File: config.mk
export PLATFORM = sky130hd
export DESIGN_NAME = enemy_missile_arbiter
export DESIGN_NICKNAME = d
export VERILOG_FILES = /design/src/rtl/enemy_missile_arbiter.sv
export SDC_FILE = /design/constraint.sdc
export NUM_CORES = 1
export LEC_CHECK = 0
export ABC_CLOCK_PERIOD_IN_PS = 10600
export BUFFER_PORTS_ARGS = -buffer_cell sky130_fd_sc_hd__clkbuf_2
export CORE_MARGIN = 3
export CORE_UTILIZATION = 62
export DETAILED_ROUTE_END_ITERATION = 10
export GPL_TIMING_DRIVEN = 0
export PLACE_DENSITY = 0.85
export SETUP_SLACK_MARGIN = 0.02
export SYNTH_ARGS = -nofsm -noshare
export SYNTH_HDL_FRONTEND = slang
export SYNTH_SLANG_ARGS = --single-unit
File: constraint.sdc
create_clock -name pclk -period 10.6 [get_ports pclk]
set_input_delay 0.53 -clock pclk [delete_from_list [all_inputs] [get_ports pclk]]
set_output_delay 0.53 -clock pclk [all_outputs]
set_load 0.01 [all_outputs]
File: src/rtl/enemy_missile_arbiter.sv
// Enemy missile slot arbiter: once per frame binds at most one requesting enemy
// (round-robin) to the lowest free missile slot, paced by a per-level cooldown.
module enemy_missile_arbiter #(
  parameter int N_REQ   = 8,
  parameter int N_SLOT  = 5,
  parameter int CD_BASE = 60,
  parameter int CD_STEP = 4,
  parameter int CD_MIN  = 12
) (
  input  logic                  pclk,
  input  logic                  rst_n,
  input  logic                  frame_tick,
  input  logic [3:0]            level,
  input  logic                  level_change,
  input  logic [N_REQ-1:0]      req,
  input  logic [N_SLOT-1:0]     slot_done,
  output logic [N_REQ-1:0]      grant,
  output logic [N_SLOT-1:0]     slot_launch,
  output logic [N_SLOT-1:0]     slot_busy,
  output logic [3*N_SLOT-1:0]   slot_owner,
  output logic [1:0]            state_dbg
);

  localparam int OW = 3;
  localparam int PW = (N_REQ > 1) ? $clog2(N_REQ) : 1;
  localparam int SW = (N_SLOT > 1) ? $clog2(N_SLOT) : 1;

  localparam logic [1:0] COOL  = 2'd0;
  localparam logic [1:0] ARMED = 2'd1;
  localparam logic [1:0] HOLD  = 2'd2;

  logic [1:0]    state;
  logic [7:0]    cooldown;
  logic [PW-1:0] rr_ptr;

  // Cooldown reload, clamped at zero before the floor so high levels never wrap.
  logic [11:0] cd_prod, cd_diff, cd_clamped;
  logic [7:0]  cd_load;

  always_comb begin
    cd_prod    = 12'(level) * 12'(CD_STEP);
    cd_diff    = (cd_prod < 12'(CD_BASE)) ? (12'(CD_BASE) - cd_prod) : 12'd0;
    cd_clamped = (cd_diff < 12'(CD_MIN)) ? 12'(CD_MIN) : cd_diff;
    cd_load    = cd_clamped[7:0];
  end

  logic          win_found;
  logic [PW-1:0] win_idx;
  logic [PW-1:0] scan_idx;

  // NOTE: every combinational output gets a default before the loop, so no
  // path leaves a value held and no latch is inferred.
  always_comb begin
    win_found = 1'b0;
    win_idx   = '0;
    scan_idx  = '0;
    for (int i = 0; i < N_REQ; i++) begin
      scan_idx = PW'((int'(rr_ptr) + i) % N_REQ);
      if (!win_found && req[scan_idx]) begin
        win_found = 1'b1;
        win_idx   = scan_idx;
      end
    end
  end

  logic          slot_found;
  logic [SW-1:0] slot_idx;

  always_comb begin
    slot_found = 1'b0;
    slot_idx   = '0;
    for (int i = 0; i < N_SLOT; i++) begin
      if (!slot_found && !slot_busy[i]) begin
        slot_found = 1'b1;
        slot_idx   = SW'(i);
      end
    end
  end

  // A slot finishing in the decision cycle still counts as busy for that decision.
  logic                do_grant;
  logic [N_REQ-1:0]    grant_onehot;
  logic [N_SLOT-1:0]   launch_onehot;
  logic [PW-1:0]       rr_next;

  always_comb begin
    do_grant      = frame_tick && !level_change && (state == ARMED) && win_found && slot_found;
    grant_onehot  = N_REQ'(1) << win_idx;
    launch_onehot = N_SLOT'(1) << slot_idx;
    rr_next       = (int'(win_idx) == N_REQ - 1) ? '0 : win_idx + PW'(1);
  end

  // NOTE: sequential state uses non-blocking assignments only; later
  // assignments in the same block override the defaults at the top.
  // NOTE: slot_owner is a small register bank, so it is reset with the rest.
  always_ff @(posedge pclk or negedge rst_n) begin
    if (!rst_n) begin
      state       <= COOL;
      cooldown    <= 8'(CD_BASE);
      rr_ptr      <= '0;
      grant       <= '0;
      slot_launch <= '0;
      slot_busy   <= '0;
      slot_owner  <= '0;
    end else begin
      grant       <= '0;
      slot_launch <= '0;
      slot_busy   <= slot_busy & ~slot_done;
      if (level_change) begin
        slot_busy <= '0;
        rr_ptr    <= '0;
        cooldown  <= cd_load;
        state     <= HOLD;
      end else if (frame_tick) begin
        case (state)
          COOL: begin
            if (cooldown > 8'd1) begin
              cooldown <= cooldown - 8'd1;
            end else begin
              cooldown <= 8'd0;
              state    <= ARMED;
            end
          end
          ARMED: begin
            if (do_grant) begin
              grant                          <= grant_onehot;
              slot_launch                    <= launch_onehot;
              slot_busy                      <= (slot_busy & ~slot_done) | launch_onehot;
              slot_owner[OW*slot_idx +: OW]  <= OW'(win_idx);
              rr_ptr                         <= rr_next;
              cooldown                       <= cd_load;
              state                          <= COOL;
            end
          end
          HOLD:    state <= COOL;
          default: state <= COOL;
        endcase
      end
    end
  end

  assign state_dbg = state;

endmodule

==> flow_summary_export.csv <==
group,metric,value,unit
floorplan,core,5300,µm²
route,wire_per_inst,17.6,µm
yosys,post-synth-top-area-cell,"dfrtp_1",
yosys,yosys-top-cells-area,"dfrtp_1, mux4_2, mux2_2, mux2i_1, ha_1",
clock_tree,cts_setup_buffers,0,
route,initialDrtViolationCount,293,
yosys,synth_fp_nets,386,
global_route,grt_pass1_wl,14500,µm
hold_path,worstHoldStart,"slot_done[4]",
setup_path,rr_startpoint,"rr_ptr[1]",
sta,fin_crit_sh,50.8,%
route,dr.pass1.iters,5,
floorplan,rows,26,
sta,finalSetupTns,0,ps
clock_tree,cts_buffers,5,
hold_path,hold_depth,2,
power,power_density,103,nW/µm²
route,vias_per_cell,6.47,
floorplan,num_io_pins,56,
placement,io_buffers,54,
setup_path,cp.required,10800,ps
sta,fmax,186,MHz
global_route,grt_use_total,28.0,%
sta,tightest_slew,1120,ps
clock_tree,post_cts_resized,0,
clock_tree,cts_tree,"built",
power,leakagePower,1.83,nW
layout,final_cells,486,
layout,final_nets,447,
yosys,yosysWarnings,0,
setup_path,crit_fanout,10,
placement,hpwl,6310,µm
sta,rsz0062_at_grt,"false",
layout,layout-drive-gt1-share,30.8,%
clock_tree,cts_root_buf,"clkbuf_8",
sta,finalHoldViolCount,0,
clock_tree,cts.sinks,46,
yosys,synthArstFlopShare,100,%
yosys,yosys-top-cells-count,"dfrtp_1, inv_1, nor2_1",
yosys,synth.distinct_cells,69,
clock_tree,clk_pin_slew,90,ps
clock_tree,htreeDepth,2,
setup_path,ff2ff_path_depth,17,
yosys,synth_top_area_share,29.7,%
setup_path,startpoint_type,"register",
setup_path,r2r_slack,5210,ps
clock_tree,clockBufferDepth,2,
route,num_vias,3143,
setup_path,crit_start,"rr_ptr[1]",
global_route,grt_max_degree,47,
floorplan,start_util,66.8,%
floorplan,die-height,81.6,µm
setup_path,path_class,"register to register",
layout,diodes,0,
yosys,syn_avg_cell_area,10.0,µm²
clock_tree,clk_latency,290,ps
global_route,grt_pass1_vias,3057,
route,postRouteAntennaNets,0,
yosys,syn_area,3540,µm²
power,peakVddDrop,0.0000809,V
layout,fin_area,4020,µm²
sta,relSlewSlack,25.3,%
yosys,synth_flop_cell,"dfrtp_1",
setup_path,end_kind,"register",
placement,dp.cells,478,
route,remaining_drc_errors,0,
sta,drv_slew,0,
global_route,antenna_found_initial,0,
clock_tree,holdBufCountCts,0,
power,finalPower,0.000414,W
route,routed_wl,8580,µm
setup_path,arrival,5590,ps
placement,gp_congestion,0.873,
layout,n_fill_cell,397,
floorplan,die-area,6660,µm²
layout,synthToLayoutAreaGrowth,13.4,%
hold_path,worstHoldPathType,"input port to register",
yosys,synth_edf_count,0,
yosys,ys_ff_latch,46,
global_route,grt_overflow,0,
placement,placed_area,3900,µm²
floorplan,die_w,81.6,µm
yosys,synth-seq-area-share,32.6,%
status,outcome,"completed",
yosys,yosysMostFrequentCell,"dfrtp_1",
sta,period_minus_slack,5390,ps
yosys,syn_inst,354,
sta,skew,3.67,ps
sta,setup_violations,0,
job,max_cap_viol_count,0,
[per-layer routing]
layer | up-vias | part of all wire, % | track usage, %
li1 | 1445 | - | -
met1 | 1539 | 42 | 38.4
met2 | 145 | 50 | 46.7
met3 | 14 | 6.5 | 4.17
met4 | 0 | 1.6 | 7.31
met5 | - | 0 | 0
[layout make-up]
cell class | count | area (µm²) | share of cell area (%)
clock buffers | 6 | 72.6 | 1.81
well taps | 70 | 87.6 | 2.18
repair buffers | 54 | 270 | 6.73
inverters | 32 | 120 | 2.99
plain buffers | 23 | 155 | 3.86
clock inverters | 2 | 37.5 | 0.935
flip-flops and latches | 46 | 1160 | 28.8
multi-input cells | 253 | 2120 | 52.7
[final timing paths]
check	end
max reg2reg	rr_ptr[1]
max	rr_ptr[1]
min reg2reg	slot_owner[12]
min in group asynchronous	cooldown[6]
min	slot_busy[4]
max in group asynchronous	grant[6]
[cells in the final DEF, fill, tap and decap left out, types with 4 or more instances in the layout]
cell,instances
a21boi_0,4
a21oi_1,9
a221o_1,4
a31oi_1,6
a32o_1,4
and2_1,6
and3_1,7
buf_6,5
clkbuf_1,12
clkbuf_2,54
clkbuf_8,7
dfrtp_1,42
dfstp_2,4
ha_1,11
inv_1,31
mux2_2,15
mux2_4,4
mux2i_1,15
mux4_2,15
nand2_1,20
nand2b_1,4
nand3_1,6
nand4_1,5
nor2_1,22
nor3_1,10
o21ai_0,11
o22ai_1,6
o31ai_1,8
[registers in the layout (all words and copies together), names as in the netlist]
register / count
state_dbg: 2
rr_ptr: 3
slot_busy: 5
grant: 8
slot_launch: 5
cooldown: 8
slot_owner: 15
[logic make-up (layout without fill, tap and decap cells)]
group / Yosys count / count (layout) / share of synthesized area [%]
simple gates: 108 / 108 / 17.0
compound gates: 81 / 81 / 17.1
buf+inv: 55 / 117 / 7.77
mux: 50 / 50 / 20.9
flops: 46 / 46 / 32.6
fa+ha+maj: 11 / 11 / 3.89
xor+xnor: 3 / 3 / 0.742
[worst max-delay path, stage by stage, from the launching register on]
cell and delay (ps):
dfrtp_1 440, buf_4 240, buf_1 430, inv_1 240, ha_1 370, clkbuf_8 160, clkbuf_1 490, mux2_2 400
a221oi_1 370, o31ai_1 200, a221oi_1 300, o21ai_0 140, a22oi_1 340, clkbuf_1 460, inv_1 100, ha_1 230
nand2b_1 140, o32ai_1 240
[where the power goes]
group          total (W)  internal (W)  switching (W)
clock network   0.000130     0.0000704      0.0000595
registers       0.000195      0.000187     0.00000797
logic          0.0000892     0.0000368      0.0000525
[per-stage QoR]
step / hold slack (ps) / utilization, % / worst slack [ps]
after floorplan: 234 / - / 6390
after CTS: 397 / 75.6 / 5390
after global placement: 465 / 73.5 / 5550
after detailed placement: 470 / 73.5 / 5430
final: 400 / 75.7 / 5210
after global routing: 402 / 75.7 / 4890
(Power assumes the default switching activity.)
